## src/rtl/processor_mc_pkg.sv

```systemverilog
// Shared definitions for the multi-cycle core: opcode and state encodings
// plus the bit positions of the 16-bit instruction fields.
package processor_mc_pkg;

  localparam int unsigned INSTR_W = 16;
  localparam int unsigned OP_MSB  = 15;
  localparam int unsigned OP_LSB  = 12;
  localparam int unsigned RD_MSB  = 11;
  localparam int unsigned RD_LSB  = 8;
  localparam int unsigned RS1_MSB = 7;
  localparam int unsigned RS1_LSB = 4;
  localparam int unsigned RS2_MSB = 3;
  localparam int unsigned RS2_LSB = 0;
  localparam int unsigned IMM_MSB = 7;
  localparam int unsigned IMM_LSB = 0;

  // Codes 0xB..0xE are deliberately absent: they decode as NOP.
  typedef enum logic [3:0] {
    OP_NOP  = 4'h0,
    OP_ADD  = 4'h1,
    OP_SUB  = 4'h2,
    OP_AND  = 4'h3,
    OP_OR   = 4'h4,
    OP_XOR  = 4'h5,
    OP_LDI  = 4'h6,
    OP_LD   = 4'h7,
    OP_ST   = 4'h8,
    OP_BZ   = 4'h9,
    OP_JR   = 4'hA,
    OP_HALT = 4'hF
  } opcode_e;

  typedef enum logic [1:0] {
    S_FETCH,
    S_EXEC,
    S_MEM,
    S_HALT
  } state_e;

endpackage

```

## src/rtl/register_file_n.sv

```systemverilog
// General-purpose register file: one synchronous write port, two
// asynchronous read ports, asynchronous reset of every entry to zero.
//   clk, reset_i            clock, async active-high reset
//   we_i/waddr_i/wdata_i    write port
//   raddr_a_i/rdata_a_o     read port A
//   raddr_b_i/rdata_b_o     read port B
module register_file_n #(
  parameter int unsigned DATA_W   = 16,
  parameter int unsigned NUM_REGS = 4,
  localparam int unsigned IDX_W   = $clog2(NUM_REGS)
) (
  input  logic              clk,
  input  logic              reset_i,
  input  logic              we_i,
  input  logic [IDX_W-1:0]  waddr_i,
  input  logic [DATA_W-1:0] wdata_i,
  input  logic [IDX_W-1:0]  raddr_a_i,
  input  logic [IDX_W-1:0]  raddr_b_i,
  output logic [DATA_W-1:0] rdata_a_o,
  output logic [DATA_W-1:0] rdata_b_o
);

  logic [DATA_W-1:0] regs_q [NUM_REGS];

  always_ff @(posedge clk or posedge reset_i) begin
    if (reset_i) begin
      for (int unsigned i = 0; i < NUM_REGS; i++) regs_q[i] <= '0;
    end else if (we_i) begin
      regs_q[waddr_i] <= wdata_i;
    end
  end

  assign rdata_a_o = regs_q[raddr_a_i];
  assign rdata_b_o = regs_q[raddr_b_i];

endmodule

```

## src/rtl/processor_mc.sv

```systemverilog
// Multi-cycle 16-bit-instruction core sharing one handshaked memory port
// between instruction fetch and data access.
//   clk, reset_i      clock, async active-high reset
//   mem_req_o/we_o    request (held until ack) and write strobe
//   mem_addr_o        fetch address (PC) or data address (rs1)
//   mem_wdata_o       store data (rs2) during ST, zero otherwise
//   mem_rdata_i       read data, sampled on the ack edge
//   mem_ack_i         completes a transfer together with mem_req_o
//   halted_o, pc_o    HALT status and debug PC
module processor_mc
  import processor_mc_pkg::*;
#(
  parameter int unsigned DATA_W   = 16,
  parameter int unsigned ADDR_W   = 16,
  parameter int unsigned NUM_REGS = 4
) (
  input  logic              clk,
  input  logic              reset_i,
  output logic              mem_req_o,
  output logic              mem_we_o,
  output logic [ADDR_W-1:0] mem_addr_o,
  output logic [DATA_W-1:0] mem_wdata_o,
  input  logic [DATA_W-1:0] mem_rdata_i,
  input  logic              mem_ack_i,
  output logic              halted_o,
  output logic [ADDR_W-1:0] pc_o
);

  localparam int unsigned IDX_W = $clog2(NUM_REGS);

  state_e               state_q;
  logic [ADDR_W-1:0]    pc_q;
  logic [INSTR_W-1:0]   ir_q;
  logic                 z_q;

  opcode_e              op;
  logic [3:0]           rd_f, rs1_f, rs2_f;
  logic [7:0]           imm8;
  logic [IDX_W-1:0]     rd_idx, rs1_idx, rs2_idx;
  logic [DATA_W-1:0]    rs1_val, rs2_val;
  logic [DATA_W-1:0]    alu_res, rf_wdata;
  logic                 rf_we, is_alu;
  logic [ADDR_W-1:0]    pc_inc, bz_off;

  assign op      = opcode_e'(ir_q[OP_MSB:OP_LSB]);
  assign rd_f    = ir_q[RD_MSB:RD_LSB];
  assign rs1_f   = ir_q[RS1_MSB:RS1_LSB];
  assign rs2_f   = ir_q[RS2_MSB:RS2_LSB];
  assign imm8    = ir_q[IMM_MSB:IMM_LSB];
  // Upper index bits are ignored, so r15 aliases r(NUM_REGS-1) etc.
  assign rd_idx  = IDX_W'(rd_f);
  assign rs1_idx = IDX_W'(rs1_f);
  assign rs2_idx = IDX_W'(rs2_f);

  assign is_alu  = op inside {OP_ADD, OP_SUB, OP_AND, OP_OR, OP_XOR};
  assign pc_inc  = pc_q + ADDR_W'(1);
  assign bz_off  = ADDR_W'($signed(imm8));

  always_comb begin
    alu_res = '0;
    unique case (op)
      OP_ADD:  alu_res = rs1_val + rs2_val;
      OP_SUB:  alu_res = rs1_val - rs2_val;
      OP_AND:  alu_res = rs1_val & rs2_val;
      OP_OR:   alu_res = rs1_val | rs2_val;
      OP_XOR:  alu_res = rs1_val ^ rs2_val;
      default: alu_res = '0;
    endcase
  end

  always_comb begin
    rf_we    = 1'b0;
    rf_wdata = alu_res;
    if (state_q == S_EXEC && (is_alu || op == OP_LDI)) begin
      rf_we = 1'b1;
      if (op == OP_LDI) rf_wdata = DATA_W'(imm8);
    end else if (state_q == S_MEM && op == OP_LD && mem_ack_i) begin
      rf_we    = 1'b1;
      rf_wdata = mem_rdata_i;
    end
  end

  register_file_n #(
    .DATA_W   (DATA_W),
    .NUM_REGS (NUM_REGS)
  ) u_rf (
    .clk       (clk),
    .reset_i   (reset_i),
    .we_i      (rf_we),
    .waddr_i   (rd_idx),
    .wdata_i   (rf_wdata),
    .raddr_a_i (rs1_idx),
    .raddr_b_i (rs2_idx),
    .rdata_a_o (rs1_val),
    .rdata_b_o (rs2_val)
  );

  always_ff @(posedge clk or posedge reset_i) begin
    if (reset_i) begin
      state_q <= S_FETCH;
      pc_q    <= '0;
      ir_q    <= '0;
      z_q     <= 1'b0;
    end else begin
      unique case (state_q)
        S_FETCH: begin
          if (mem_ack_i) begin
            ir_q    <= mem_rdata_i[INSTR_W-1:0];
            state_q <= S_EXEC;
          end
        end
        S_EXEC: begin
          state_q <= S_FETCH;
          pc_q    <= pc_inc;
          if (is_alu) z_q <= (alu_res == '0);
          case (op)
            OP_BZ:        if (z_q) pc_q <= pc_q + bz_off;
            OP_JR:        pc_q <= ADDR_W'(rs1_val);
            OP_LD, OP_ST: begin
              state_q <= S_MEM;
              pc_q    <= pc_q;
            end
            OP_HALT: begin
              state_q <= S_HALT;
              pc_q    <= pc_q;
            end
            default: ;
          endcase
        end
        S_MEM: begin
          if (mem_ack_i) begin
            pc_q    <= pc_inc;
            state_q <= S_FETCH;
          end
        end
        default: ;
      endcase
    end
  end

  // Reset leaves the state in FETCH, so the request is masked by reset_i to
  // keep it low while reset is held and drop it immediately on assertion.
  assign mem_req_o   = (state_q == S_FETCH || state_q == S_MEM) && !reset_i;
  assign mem_we_o    = (state_q == S_MEM) && (op == OP_ST);
  assign mem_addr_o  = (state_q == S_MEM) ? ADDR_W'(rs1_val) : pc_q;
  assign mem_wdata_o = ((state_q == S_MEM) && (op == OP_ST)) ? rs2_val : '0;
  assign halted_o    = (state_q == S_HALT);
  assign pc_o        = pc_q;

endmodule

```

## config.mk

```make
export PLATFORM = sky130hd
export DESIGN_NAME = processor_mc
export DESIGN_NICKNAME = d
export VERILOG_FILES = /design/src/rtl/processor_mc_pkg.sv /design/src/rtl/register_file_n.sv /design/src/rtl/processor_mc.sv
export SDC_FILE = /design/constraint.sdc
export NUM_CORES = 1
export LEC_CHECK = 0
export CORE_UTILIZATION = 51
export DETAILED_ROUTE_END_ITERATION = 16
export PLACE_DENSITY_LB_ADDON = 0.05
export REMOVE_ABC_BUFFERS = 1
export SYNTH_ARGS = -nofsm -noshare
export SYNTH_HDL_FRONTEND = slang
export SYNTH_HIERARCHICAL = 1
export SYNTH_SLANG_ARGS = --single-unit
export TNS_END_PERCENT = 1
```

## constraint.sdc

```tcl
create_clock -name clk -period 10.6 [get_ports clk]
set_clock_uncertainty 0.2 [all_clocks]
set_input_delay 2.65 -clock clk [delete_from_list [all_inputs] [get_ports clk]]
set_output_delay 2.65 -clock clk [all_outputs]
set_load 0.02 [all_outputs]
```

==> results of run 1 <==
[sequential cells by signal (all words and copies together) (netlist names)]
name and cells:
ir_q 14, z_q 1, state_q 2, u_rf/regs_q 64
pc_o 16
[cell usage after synthesis, types with 6 or more instances]
cell / count / share of area
a21o_1: 15 / 0.013
a21oi_1: 50 / 0.029
a22oi_1: 12 / 0.011
a31oi_1: 16 / 0.012
and3_1: 30 / 0.022
buf_2: 12 / 0.0070
buf_4: 6 / 0.0053
clkbuf_1: 27 / 0.012
dfrtp_1: 97 / 0.28
ha_1: 68 / 0.10
inv_1: 49 / 0.022
mux2_2: 92 / 0.12
mux4_2: 32 / 0.085
nand2_1: 34 / 0.015
nand3_1: 17 / 0.010
nor2_1: 46 / 0.020
nor3_1: 15 / 0.0088
o21a_1: 9 / 0.0079
o21ai_0: 50 / 0.029
o221ai_1: 6 / 0.0062
or3_1: 6 / 0.0044
xnor2_1: 42 / 0.043
xor2_1: 9 / 0.0092
[stage by stage]
step           cell area [sq um]    util  std cells
2_1_floorplan               8283       -        812
3_3_place_gp                9364  0.5811       1109
3_5_place_dp                9364  0.5811       1109
4_1_cts                     9661  0.5995       1125
5_1_grt                     9661  0.5995       1125
6_report                    9661  0.5995       1125
[worst max path at each step]
| stage | startpoint | to | slack [ns] | depth (start not counted) |
|---|---|---|---|---|
| finish | reset_i | mem_req_o | 3.85 | 3 |
| global route | reset_i | mem_req_o | 3.83 | 3 |
| CTS | reset_i | mem_req_o | 3.86 | 3 |
| detailed placement | reset_i | mem_req_o | 3.87 | 3 |
| global placement | reset_i | mem_req_o | 3.93 | 3 |
| floorplan | reset_i | mem_req_o | 4.81 | 1 |
[cell usage in the layout, fill, tap and decap left out, types with 5 or more instances in the layout]
| cell type | count |
|---|---|
| dfrtp_1 | 97 |
| mux2_2 | 92 |
| clkdlybuf4s50_1 | 69 |
| ha_1 | 67 |
| a21oi_1 | 50 |
| o21ai_0 | 50 |
| inv_1 | 48 |
| nor2_1 | 46 |
| xnor2_1 | 42 |
| nand2_1 | 34 |
| mux4_2 | 32 |
| and3_1 | 30 |
| nand3_1 | 17 |
| a31oi_1 | 16 |
| a21o_1 | 15 |
| nor3_1 | 15 |
| a22oi_1 | 12 |
| buf_4 | 12 |
| o21a_1 | 9 |
| xor2_1 | 9 |
| clkbuf_16 | 9 |
| o221ai_1 | 6 |
| or3_1 | 6 |
| or2_2 | 5 |
| o22ai_1 | 5 |
| o21bai_1 | 5 |
| o31ai_1 | 5 |
| a221oi_1 | 5 |
[routing by layer]
metal / up-vias / global-route usage / wire [microns]
met1: 3565 / 0.4012 / 11200
met5: - / 0 / 0
met4: 0 / 0.09432 / 515
met2: 251 / 0.4873 / 11960
li1: 3326 / - / -
met3: 36 / 0.04167 / 1296
[worst max-delay path, delay by kind of cell]
kind | cells | cell delay [ns]
buffers and inverters | 2 | 1.10
and+or+nand+nor | 1 | 0.15
[area by class of cell]
| type | count | area [sq um] | area share |
|---|---|---|---|
| Multi-Input combinational cell | 666 | 5702 | 0.5902 |
| Sequential cell | 97 | 2427 | 0.2513 |
| Timing Repair Buffer | 81 | 780.7 | 0.08082 |
| Tap cell | 216 | 270.3 | 0.02798 |
| Clock buffer | 10 | 239.0 | 0.02474 |
| Inverter | 49 | 183.9 | 0.01904 |
| Clock inverter | 6 | 57.56 | 0.005958 |
[cells by family (layout without fill, tap and decap cells)]
family | count (synthesis) | after routing | share of synthesized area
compound gates | 225 | 225 | 0.1751
xor+xnor | 51 | 51 | 0.05238
fa+ha+maj | 70 | 70 | 0.1045
buf+inv | 99 | 146 | 0.05018
flops | 97 | 97 | 0.2847
mux | 128 | 128 | 0.2107
simple gates | 192 | 192 | 0.1225
==> results_dict.tcl, run 1 <==
set metrics [dict create \
    endpoint_kind "output pin" \
    synthArstFlopShare 1.000 \
    grt_use_total 0.2958 \
    post-cts-setup-buffers 0 \
    antenna_found_initial 0 \
    drcViolationCount 0 \
    reg2reg_to "z_q" \
    post_drt_wl_per_cell_microns 22.19 \
    maxCapViolCount 0 \
    syn_avg_cell_area_sq_um 9.892 \
    diodes 0 \
    die_area_sq_um 17240 \
    synth.distinct_cells 80 \
    drive_above_1_share 0.1936 \
    grt_max_degree 65 \
    slew_headroom 0.1794 \
    dieWidth_microns 131.3 \
    hpwlAfterDp_mm 18.21 \
    coreArea_sq_um 16120 \
    synthFlopType "dfrtp_1" \
    drtIter0Drc 664 \
    syn_inst 862 \
    cts_root_buf "clkbuf_16" \
    cts_tree "done" \
    setup_violations 0 \
    critPathSlowestCell "clkdlybuf4s50_1" \
    yosysWarnings 6 \
    hp-start "u_rf/regs_q[19]" \
    ys_seq_elements 97 \
    tightest_slew_ns 1.226 \
    ant_nets 0 \
    hold_buffers 0 \
    first_pass_iters 5 \
    vias 7178 \
    critical_path_arrival_ns 3.90 \
    crit_path_start_kind "input pin" \
    r2r-start "ir_q[1]" \
    setup_ws_ns 3.851 \
    rsz0062_at_grt "false" \
    timing.hold.ws_ns 0.3307 \
    cts.sinks 97 \
    wirelength_mm 24.97 \
    die_h_microns 131.3 \
    gp_congestion 0.9486 \
    tns_ns 0 \
    pin_count 70 \
    fmax_ghz 0.1482 \
    holdPathEnd "u_rf/regs_q[19]" \
    area_growth_pct 13.29 \
    syn_area_sq_um 8527 \
    fin_nets 993 \
    grt_pass1_vias 7140 \
    dp_slack_ns 3.868 \
    cp.required_ns 7.75 \
    ys_seq_area_frac 0.2847 \
    ff2ff_path_depth 17 \
    hold_class "flip-flop to flip-flop" \
    synth-edff-count 0 \
    clk_pin_slew_ns 0.07 \
    critPathKind "input pin to output pin" \
    hold_viol 0 \
    slew_viol_final 0 \
    initial_utilization 0.5291 \
    clk_path_buf_depth 2 \
    r2r_slack_ns 5.26 \
    crit_top_cell "clkdlybuf4s50_1" \
    cts_made_buffers 9 \
    fp-row-count 46 \
    htree_levels 3 \
    vias_per_cell 6.380 \
    ctsResizeCount 0 \
    holdPathStages 1 \
    fill_cells 1400 \
    min_period_ns 6.749 \
    insertion_delay_ns 0.37 \
    outcome "complete, no violations" \
    grt_pass1_wl_mm 39.94 \
    portBuffers 69 \
    cp_slowest_stage_delay_ns 0.63 \
    fin_crit_sh 0.6367 \
    critical_path.cell_chain "clkdlybuf4s50_1 -> nor2_1 -> clkdlybuf4s50_1" \
    overflow 0 \
    path_max_fanout 3 \
]
Power of run 1 is left out: the tool's default activity adds up to more than one toggle a clock period on the data nets, which glitch-free logic cannot reach.
==> inputs of run 2 (changes only) <==
Clock period 10.6 ns to 7 ns, I/O delays scaled along.
==> results_dict.tcl, run 2 (same netlist as run 1, synthesis figures left out) <==
set metrics [dict create \
    path_max_fanout 22 \
    final-seq-area_sq_um 2427 \
    ctsResizeCount 0 \
    hold_class "flip-flop to flip-flop" \
    overflow 0 \
    grt_pass1_wl_mm 39.04 \
    outcome "complete, no violations" \
    drcViolationCount 0 \
    die_area_sq_um 17240 \
    fin_nets 992 \
    first_pass_iters 6 \
    wirelength_mm 24.87 \
    hold_viol 0 \
    die_h_microns 131.3 \
    diodes 0 \
    grt_use_total 0.2915 \
    initial_utilization 0.5291 \
    cts_tree "done" \
    multiInputGateArea_sq_um 5702 \
    fin_crit_sh 0.7387 \
    cts.sinks 97 \
    tns_ns 0 \
    dieWidth_microns 131.3 \
    min_period_ns 5.171 \
    rsz0062_at_grt "false" \
    coreArea_sq_um 16120 \
    layout_common_cells "dfrtp_1 (97), mux2_2 (92), clkdlybuf4s50_1 (69)" \
    hold_buffers 0 \
    clk_pin_slew_ns 0.07 \
    clk_path_buf_depth 2 \
    endpoint_kind "output pin" \
    hpwlAfterDp_mm 18.18 \
    critPathKind "flip-flop to output pin" \
    insertion_delay_ns 0.36 \
    slew_viol_final 0 \
    maxCapViolCount 0 \
    critPathSlowestCell "nor4b_4" \
    portBuffers 69 \
    pin_count 70 \
    tightest_slew_ns 1.235 \
    htree_levels 3 \
    vias 7256 \
    setup_violations 0 \
    largest-register "u_rf/regs_q" \
    cts_made_buffers 9 \
    fill_cells 1374 \
    drtIter0Drc 509 \
    post-cts-setup-buffers 0 \
    cp.required_ns 5.05 \
    gp_congestion 0.9376 \
    layout_commonest_cell "dfrtp_1" \
    fp-row-count 46 \
    cp_slowest_stage_delay_ns 1.11 \
    area_growth_pct 13.29 \
    crit_path_start_kind "flip-flop" \
    drive_above_1_share 0.1916 \
    critical_path.cell_chain "nor4b_4 -> and3_1 -> clkdlybuf4s50_1" \
    slew_headroom 0.1729 \
    ant_nets 0 \
    vias_per_cell 6.456 \
    grt_pass1_vias 7097 \
    largest_reg_flops 64 \
    critical_path_arrival_ns 3.22 \
    cts_root_buf "clkbuf_16" \
    grt_max_degree 65 \
    post_drt_wl_per_cell_microns 22.13 \
    fmax_ghz 0.1934 \
    antenna_found_initial 0 \
]
## run 2: metrics by stage
stage	hold slack (ns)	cells	setup slack, ns	utilization	cell area (sq um)
after floorplan	0.2911	812	2.578	-	8283
after detailed placement	0.3114	1108	1.904	0.5806	9356
after global placement	0.3018	1108	1.945	0.5806	9356
final	0.3282	1124	1.829	0.5995	9661
after global routing	0.3368	1124	1.514	0.5995	9661
after CTS	0.3277	1124	1.860	0.5995	9661
## run 2: final timing paths
check / startpoint / to / slack, ns / depth (start not counted)
max: ir_q[15] / mem_wdata_o[8] / 1.83 / 3
max in group asynchronous: reset_i / u_rf/regs_q[57] / 4.23 / 3
min reg2reg: u_rf/regs_q[56] / u_rf/regs_q[56] / 0.33 / 1
min in group asynchronous: reset_i / state_q[1] / 1.70 / 3
min: u_rf/regs_q[56] / u_rf/regs_q[56] / 0.33 / 1
max reg2reg: ir_q[1] / u_rf/regs_q[30] / 1.88 / 15
## run 2: worst max-delay path, delay by kind of cell, from the launching register on
family,cells,cell delay (ns)
DFF,1,0.83
and+or+nand+nor,2,1.42
buffers and inverters,1,0.61
## run 2: routing by layer
metal,global-route usage,up-vias,routed length [microns]
li1,-,3334,-
met1,0.3976,3600,11310
met2,0.4610,264,11450
met3,0.04745,58,1358
met4,0.1189,0,753
met5,0,-,0
## run 2: area by class of cell
class,instances,share of cell area
Inverter,49,0.01904
Clock inverter,6,0.007771
Multi-Input combinational cell,666,0.5902
Sequential cell,97,0.2513
Timing Repair Buffer,80,0.08004
Tap cell,216,0.02798
Clock buffer,10,0.02370
Power of run 2 is left out for the same reason.
==> inputs of run 3 (changes only) <==
Clock period 7 ns to 4.39 ns, I/O delays scaled along.
==> results_dict.tcl, run 3 (same netlist as run 1, synthesis figures left out) <==
set metrics [dict create \
    grt_use_total 0.3090 \
    die_h_microns 131.3 \
    setup_violations 0 \
    gp_congestion 0.9899 \
    fill_cells 1351 \
    vias 7483 \
    die_area_sq_um 17240 \
    hpwlAfterDp_mm 19.44 \
    crit_path_end "u_rf/regs_q[43]" \
    post_drt_wl_per_cell_microns 22.53 \
    area_growth_pct 17.58 \
    first_pass_iters 5 \
    pin_count 70 \
    fin_nets 1029 \
    cts_root_buf "clkbuf_16" \
    diodes 0 \
    drtIter0Drc 471 \
    highest_layer "met4" \
    crit_path_start_kind "flip-flop" \
    wl_met1_mm 11.46 \
    coreArea_sq_um 16120 \
    hold_class "flip-flop to flip-flop" \
    tightest_slew_ns 1.141 \
    largest_reg_flops 64 \
    largest-register "u_rf/regs_q" \
    path_max_fanout 6 \
    overflow 0 \
    maxCapViolCount 0 \
    utilization 0.6221 \
    hp-start "u_rf/regs_q[46]" \
    antenna_found_initial 0 \
    hold_viol 0 \
    wirelength_mm 26.16 \
    initial_utilization 0.5291 \
    fp-row-count 46 \
    dr_wl_met2_mm 12.70 \
    cts_tree "done" \
    critical_path.startpoint "ir_q[0]" \
    clk_path_buf_depth 2 \
    portBuffers 69 \
    critPathKind "flip-flop to flip-flop" \
    dieWidth_microns 131.3 \
    grt_pass1_wl_mm 41.89 \
    rsz0062_at_grt "true" \
    slew_headroom 0.2392 \
    fin_crit_sh 0.9624 \
    clk_pin_slew_ns 0.08 \
    wl_met3_mm 1.549 \
    grt_pass1_vias 7551 \
    drive_above_1_share 0.2434 \
    reg2reg_to "u_rf/regs_q[43]" \
    slew_viol_final 0 \
    insertion_delay_ns 0.36 \
    layout_commonest_cell "dfrtp_1" \
    htree_levels 3 \
    ff2ff_path_depth 16 \
    grt_max_degree 54 \
    cts_made_buffers 9 \
    layout_common_cells "dfrtp_1 (94), mux2_2 (92), clkdlybuf4s50_1 (69)" \
    critical_path_arrival_ns 4.27 \
    cp.required_ns 4.44 \
    ant_nets 0 \
    outcome "complete, no violations" \
    min_period_ns 4.225 \
    r2r-start "ir_q[0]" \
    r2r_slack_ns 0.16 \
    vias_per_cell 6.445 \
    drcViolationCount 0 \
    cts.sinks 97 \
    hold_buffers 0 \
    fmax_ghz 0.2367 \
    endpoint_kind "flip-flop" \
]
[run 3: how the worst min path moves through the flow]
stage                      end  slack (ns)  cells after the start
2_1_floorplan  u_rf/regs_q[18]        0.29                      1
3_3_place_gp   u_rf/regs_q[13]        0.30                      1
3_5_place_dp   u_rf/regs_q[32]        0.31                      1
4_1_cts        u_rf/regs_q[32]        0.33                      1
5_1_grt        u_rf/regs_q[54]        0.35                      1
6_report       u_rf/regs_q[46]        0.34                      1
[run 3: cell type report]
cell class	instances	area [sq um]	share of cell area
Tap cell	216	270.3	0.02696
Clock buffer	9	225.2	0.02246
Clock inverter	7	70.07	0.006989
Multi-Input combinational cell	666	5766	0.5751
Timing Repair Buffer	117	1080	0.1077
Inverter	49	183.9	0.01835
Sequential cell	97	2431	0.2425
[run 3: worst max-delay path, cell delays in order (launching register included)]
cell,delay [ns]
dfrtp_2,0.44
buf_4,0.14
mux4_2,0.51
buf_4,0.18
inv_1,0.10
buf_4,0.13
a31oi_1,0.09
xnor2_1,0.14
ha_1,0.26
or3_1,0.43
o2111ai_1,0.27
a21oi_1,0.14
xnor2_1,0.19
o221ai_1,0.25
buf_4,0.21
a21o_1,0.18
mux2_2,0.27
[run 3: per-stage QoR]
stage	TNS, ns	setup slack, ns	hold slack [ns]	instance area [sq um]	std cells
6_report	0	0.1649	0.3362	10030	1161
5_1_grt	-0.1318	-0.03294	0.3505	10030	1161
4_1_cts	0	0.03270	0.3281	9926	1159
3_5_place_dp	-0.1496	-0.08613	0.3091	9623	1143
3_3_place_gp	0	0.05061	0.3004	9623	1143
2_1_floorplan	-0.1213	-0.03248	0.2911	8283	812
[run 3: per-layer routing]
layer	vias up	global-route usage
met3	30	0.04668
met2	314	0.5103
li1	3396	-
met5	-	0
met1	3743	0.4197
met4	0	0.08979
[run 3: what timing repair did]
action                                  4_1_cts  5_1_grt
endpoints found under the setup margin       11       24
pin swaps                                     0        4
hold endpoints to repair                      0        0
resized for setup                             3       19
buffers inserted                              0        2
Power of run 3 is left out for the same reason.
